[config.mk]
export PLATFORM = sky130hd
export DESIGN_NAME = frame_accumulator
export DESIGN_NICKNAME = d
export VERILOG_FILES = /design/src/rtl/adder_pkg.sv /design/src/rtl/n_bit_adder.sv /design/src/rtl/frame_accumulator.sv
export SDC_FILE = /design/constraint.sdc
export NUM_CORES = 1
export LEC_CHECK = 0
export CAP_MARGIN = 20
export CORE_MARGIN = 4
export CORE_UTILIZATION = 45
export DETAILED_ROUTE_END_ITERATION = 8
export GPL_ROUTABILITY_DRIVEN = 0
export PLACE_DENSITY = 0.71
export SYNTH_ARGS = -nofsm -noshare
export SYNTH_HDL_FRONTEND = slang
export SYNTH_HIERARCHICAL = 1
export SYNTH_SLANG_ARGS = --single-unit
export TNS_END_PERCENT = 100
[constraint.sdc]
create_clock -name clk -period 8.3 [get_ports clk]
set_input_delay 0.83 -clock clk [delete_from_list [all_inputs] [get_ports clk]]
set_output_delay 0.83 -clock clk [all_outputs]
set_load 0.02 [all_outputs]
[src/rtl/adder_pkg.sv]
// Shared types, default widths and helpers for the adder / frame accumulator slice.
package adder_pkg;

  typedef enum logic {
    ACC  = 1'b0,
    HOLD = 1'b1
  } acc_state_t;

  localparam int ADD_N     = 8;
  localparam int ADD_ACC_W = 16;
  localparam int ADD_CNT_W = 8;

  // Working width of the sign-extension helper; callers slice down to their own width.
  localparam int ADD_EXT_W = 64;

  // Replicate bit (width-1) of value into every higher bit position.
  function automatic logic [ADD_EXT_W-1:0] sign_extend(input logic [ADD_EXT_W-1:0] value,
                                                       input int width);
    logic [ADD_EXT_W-1:0] result;
    result = value;
    for (int i = 0; i < ADD_EXT_W; i++) begin
      if (i >= width) result[i] = value[width-1];
    end
    return result;
  endfunction

endpackage

[src/rtl/n_bit_adder.sv]
// Combinational n-bit ripple-carry adder with carry in and carry out.
module n_bit_adder #(
  parameter int n = 8
) (
  input  logic [n-1:0] a,
  input  logic [n-1:0] b,
  input  logic         cin,
  output logic [n-1:0] sum,
  output logic         cout
);

  logic [n:0] carry;

  // Ripple chain: each bit's carry out feeds the next bit's carry in.
  always_comb begin
    sum      = '0;
    carry    = '0;
    carry[0] = cin;
    for (int i = 0; i < n; i++) begin
      sum[i]       = a[i] ^ b[i] ^ carry[i];
      carry[i + 1] = (a[i] & b[i]) | (carry[i] & (a[i] ^ b[i]));
    end
  end

  assign cout = carry[n];

endmodule

[src/rtl/frame_accumulator.sv]
// Sums a framed stream of signed operands into a wider signed accumulator and
// presents total, operand count and sticky overflow on a valid/ready port.
module frame_accumulator
  import adder_pkg::*;
#(
  parameter int N     = ADD_N,
  parameter int ACC_W = ADD_ACC_W,
  parameter int CNT_W = ADD_CNT_W
) (
  input  logic             clk,
  input  logic             rst_n,
  input  logic             in_valid,
  output logic             in_ready,
  input  logic [N-1:0]     in_data,
  input  logic             in_last,
  output logic             out_valid,
  input  logic             out_ready,
  output logic [ACC_W-1:0] out_sum,
  output logic [CNT_W-1:0] out_count,
  output logic             out_ovf
);

  acc_state_t                  state;
  logic signed [ACC_W-1:0]     acc;
  logic        [CNT_W-1:0]     cnt;
  logic                        ovf;

  logic signed [ACC_W-1:0]     operand;
  logic signed [ACC_W-1:0]     sum_next;
  logic [ADD_EXT_W-ACC_W-1:0]  ext_hi_unused;
  logic                        cout_unused;
  logic [CNT_W-1:0]            cnt_next;
  logic                        ovf_now;
  logic                        accept;

  // Operand widened to the accumulator width; bits above ACC_W are not needed.
  assign {ext_hi_unused, operand} =
    sign_extend({{(ADD_EXT_W - N){1'b0}}, in_data}, N);

  n_bit_adder #(.n(ACC_W)) u_adder (
    .a    (acc),
    .b    (operand),
    .cin  (1'b0),
    .sum  (sum_next),
    .cout (cout_unused)
  );

  // Signed overflow: addends agree in sign but the wrapped result does not.
  assign ovf_now = (acc[ACC_W-1] == operand[ACC_W-1]) &&
                   (sum_next[ACC_W-1] != acc[ACC_W-1]);

  // Operand count sticks at its maximum rather than wrapping.
  assign cnt_next = (cnt == {CNT_W{1'b1}}) ? cnt : cnt + CNT_W'(1);

  assign accept = in_valid && in_ready;

  // Frame FSM: accumulate in ACC, publish and wait for the consumer in HOLD.
  always_ff @(posedge clk or negedge rst_n) begin
    if (!rst_n) begin
      state     <= ACC;
      acc       <= '0;
      cnt       <= '0;
      ovf       <= 1'b0;
      in_ready  <= 1'b1;
      out_valid <= 1'b0;
      out_sum   <= '0;
      out_count <= '0;
      out_ovf   <= 1'b0;
    end else begin
      case (state)
        ACC: begin
          if (accept) begin
            acc <= sum_next;
            cnt <= cnt_next;
            ovf <= ovf | ovf_now;
            if (in_last) begin
              // Publish totals that already include this closing operand.
              state     <= HOLD;
              in_ready  <= 1'b0;
              out_valid <= 1'b1;
              out_sum   <= sum_next;
              out_count <= cnt_next;
              out_ovf   <= ovf | ovf_now;
            end
          end
        end
        HOLD: begin
          if (out_ready) begin
            // Result consumed: start the next frame from a clean accumulator.
            state     <= ACC;
            in_ready  <= 1'b1;
            out_valid <= 1'b0;
            acc       <= '0;
            cnt       <= '0;
            ovf       <= 1'b0;
          end
        end
        default: begin
          state     <= ACC;
          in_ready  <= 1'b1;
          out_valid <= 1'b0;
        end
      endcase
    end
  end

endmodule

Word-level counts from Yosys, hierarchy flattened
Index checks and enable logic that the tools add are counted.
{ "totals": {"input_bits": 13, "wordCells": 118, "output_inout_bits": 27, "ff_bits": 53} }
{ "classes": {"n_mux": 21, "n_addsub": 1, "n_reduce_logical": 5, "n_eq_ne": 6, "n_bitwise": 76} }
{ "ops": {"columns": ["op", "n"], "rows": [
  ["$mux W16", 2],
  ["$pmux W16 S2", 1],
  ["$xor A1 B1 Y1", 31],
  ["$and A1 B1 Y1", 29],
  ["$mux W8", 3],
  ["$pmux W8 S2", 1],
  ["$or A1 B1 Y1", 15],
  ["$mux W1", 10],
  ["$add A8 B1 Y8 const B", 1],
  ["$eq A8 B8 Y1 const B", 1],
  ["$pmux W1 S2", 4],
  ["$ne A2 B2 Y1 const B", 3],
  ["$reduce_and A3 Y1", 2],
  ["$logic_and A1 B1 Y1", 2],
  ["$reduce_and A2 Y1", 1],
  ["$eq A1 B1 Y1", 1],
  ["$ne A1 B1 Y1", 1],
  ["$not A1 Y1", 1]
]} }

Depth between registers and ports, before layout
{ "logic_depth": {"word_depth": 35, "mapped_depth": 23, "mapped_depth_nobuf": 23} }

Hierarchy
The synthesis kept the hierarchy.
{ "modules_own_cells": {"columns": ["mod", "cells_each", "area_each_um2", "instances"], "rows": [
  ["frame_accumulator", 221, 2322.2, 1],
  ["n_bit_adder", 26, 357.8, 1]
]} }

Worst setup path before layout
No wires, ideal clock.
{ "synth_path": {"path_kind": "input to register", "startpoint": "in in_data[0]", "endpoint": "reg out_ovf", "t_arrival_ps": 7251, "setup_ps": 126, "slack_ps": 922, "required_ps": 8174, "path_stages": 23, "path_buffers": 0, "cell_sequence": "fa_1 inv_1 fa_1 inv_1 fa_1 fa_1 fa_1 fa_1 fa_1 fa_1 fa_1 fa_1 fa_1 fa_1 fa_1 fa_1 fa_1 inv_1 fa_1 inv_1 nor2_1 a211oi_1 o21ai_0"} }
{ "synth_via": {"elab_chain_cells": 33} }
{ "synth_rtl": {"columns": ["element", "line_no", "rtl"], "rows": [
  ["start, declared", "frame_accumulator.sv:14", "input logic [N-1:0] in_data,"],
  ["$and A1 B1 Y1 (2 in series)", "n_bit_adder.sv:21", "carry[i + 1] = (a[i] & b[i]) | (carry[i] & (a[i] ^ b[i]));"],
  ["$or A1 B1 Y1", "n_bit_adder.sv:21", null],
  ["$and A1 B1 Y1", "n_bit_adder.sv:21", null],
  ["$or A1 B1 Y1", "n_bit_adder.sv:21", null],
  ["$and A1 B1 Y1", "n_bit_adder.sv:21", null],
  ["$or A1 B1 Y1", "n_bit_adder.sv:21", null],
  ["$and A1 B1 Y1", "n_bit_adder.sv:21", null],
  ["$or A1 B1 Y1", "n_bit_adder.sv:21", null],
  ["(+17 left out)", null, null],
  ["$or A1 B1 Y1", "n_bit_adder.sv:21", null],
  ["$and A1 B1 Y1", "n_bit_adder.sv:21", null],
  ["$or A1 B1 Y1", "n_bit_adder.sv:21", null],
  ["$xor A1 B1 Y1", "n_bit_adder.sv:20", "sum[i] = a[i] ^ b[i] ^ carry[i];"],
  ["named net sum_next[15]", "frame_accumulator.sv:29", "logic signed [ACC_W-1:0] sum_next;"],
  ["$ne A1 B1 Y1", "frame_accumulator.sv:50", "(sum_next[ACC_W-1] != acc[ACC_W-1]);"],
  ["$logic_and A1 B1 Y1", "frame_accumulator.sv:49", "assign ovf_now = (acc[ACC_W-1] == operand[ACC_W-1]) &&"],
  ["$or A1 B1 Y1", "frame_accumulator.sv:83", "out_ovf <= ovf | ovf_now;"],
  ["end signal, assigned", "frame_accumulator.sv:83", null],
  ["end, declared", "frame_accumulator.sv:20", "output logic out_ovf"]
]} }
The timed path passes the listed nets, and every way through them passes these cells.
A chain may end at the register's enable or synchronous reset.

Worst setup path after layout
Ends and elaborated chain as after synthesis.

==> out/qor.yml <==
cts_buffers: 5
layout-drive-gt1-share_pct: 10.4
maxSlewHeadroom_pct: 32.6
end_kind: "register"
detail-route-antenna-nets: 0
topRoutingLayerUsed: "met4"
hold_buffers: 0
irDropWorstVdd_mv: 0.142
fin_util_pct: 56.1
startpoint_type: "primary input"
worst_pin_slew_ns: 1.01
rsz0062_at_grt: "false"
route.met3.wl_um: 182
synth_warnings: 6
vias: 1829
antenna_found_initial: 0
cts_root_buffer: "clkbuf_8"
antenna_cells: 0
path_class: "in2reg"
routed_wirelength_mm: 5.11
core-area_um2: 5640
synth.cell_area_um2: 2680
ctsResizeCount: 0
place_hpwl_mm: 3.50
setup_viol: 0
grt_pass1_vias: 1888
drv_slew: 0
path_max_fanout: 5
syn_inst: 246
cp.required_ns: 8.47
fmax_ghz: 0.129
timing.critical_path.arrival_ns: 7.92
drc: 0
stdcell_count: 351
syn_to_final_growth_pct: 18.3
rows: 27
holdCritPathClass: "reg2reg"
leakagePower_nw: 1.47
met1Wirelength_mm: 2.54
post_dp_cell_area_um2: 3080
initialDrtViolationCount: 82
drv_cap: 0
clock_path_buffers: 2
fin_skew_ns: 0.00634
track_usage_pct: 15.5
dieArea_um2: 7250
pre_cts_ws_ns: 0.210
setup-tns-final_ns: 0
die_w_um: 85.1
dr.pass1.iters: 4
outcome: "completed"
path_clk_slew_ns: 0.10
grt_pass1_wl_mm: 9.10
wl_met2_mm: 2.33
dieHeight_um: 85.1
min_period_ns: 7.75
nNetsFinal: 309
cts_setup_buffers: 0
placement.io_buffers: 39
start_util_pct: 47.4
h-tree-depth: 2
final_area_um2: 3170
p_per_area_nw_per_um2: 347
viasPerCell: 5.21
pin_count: 40
place_inst: 344
grt_max_degree: 54
synth_nets: 276
syn-mean-instance-area_um2: 10.9
numClockSinks: 53
grt.overflow.total: 0
clk_latency_ns: 0.30
finalCritPeriodShare_pct: 93.4
wl_per_cell_um: 14.6
timing_hold_violations_final: 0
cts_tree: "built"
setup_ws_ns: 0.546
-- metrics by stage --
stage          power [mW]  hold slack (ns)
5_1_grt              1.19            0.521
2_1_floorplan       0.766            0.451
3_5_place_dp        0.963            0.471
4_1_cts              1.11            0.491
3_3_place_gp        0.948            0.465
6_report             1.10            0.484
-- flip-flops by register name (all words and copies together) (netlist names) --
name,flops
out_sum,16
acc,16
out_ovf,1
ovf,1
cnt,8
out_valid,1
state,1
out_count,8
in_ready,1
-- layout by cell type, fill, tap and decap left out, drive strengths merged, types with 10 or more instances in the layout --
cell type	count
inv	11
nand3	22
a21oi	10
o21ai	14
mux2	16
dfrtp	52
nand2	49
fa	16
nor2	11
clkdlybuf4s50	38
-- cell type report --
type,count,area (µm²)
sequential,53,1330
clock buffer,6,82.6
tap,72,90.1
multi-input combinational,168,1220
fill,468,2480
clock inverter,1,7.51
timing repair buffer,40,393
inverter,11,41.3
-- worst paths after layout --
check / from / cells after the start / endpoint / slack [ns]
max in group asynchronous: rst_n / 2 / out_count[7] / 7.22
min in group asynchronous: rst_n / 2 / acc[1] / 0.65
setup / recovery: in_data[0] / 24 / out_ovf / 0.55
setup reg to reg: acc[0] / 23 / out_ovf / 1.07
hold reg to reg: out_count[1] / 2 / out_count[1] / 0.48
hold / removal: out_count[1] / 2 / out_count[1] / 0.48
-- layer usage --
layer	GRT usage (%)	vias up
li1	-	884
met1	22.2	898
met2	23.9	41
met3	3.01	6
met4	4.60	0
met5	0	-
-- where the power goes --
group / internal (mW) / switching [mW]
combinational: 0.254 / 0.263
clock: 0.0661 / 0.0800
sequential: 0.362 / 0.0725
total: 0.682 / 0.415
-- critical path, cell delays in order --
cell,delay [ns]
clkdlybuf4s50_1,0.42
fa_1,0.40
inv_1,0.08
fa_1,0.16
inv_1,0.05
fa_1,0.37
fa_1,0.40
fa_1,0.39
fa_1,0.39
fa_1,0.38
fa_1,0.39
fa_1,0.38
fa_1,0.39
fa_1,0.38
fa_1,0.38
fa_1,0.39
fa_1,0.39
fa_1,0.36
inv_1,0.07
fa_1,0.40
inv_1,0.13
nor2_1,0.08
a211oi_1,0.20
o21ai_0,0.10
Power figures use the tool's default switching activity.
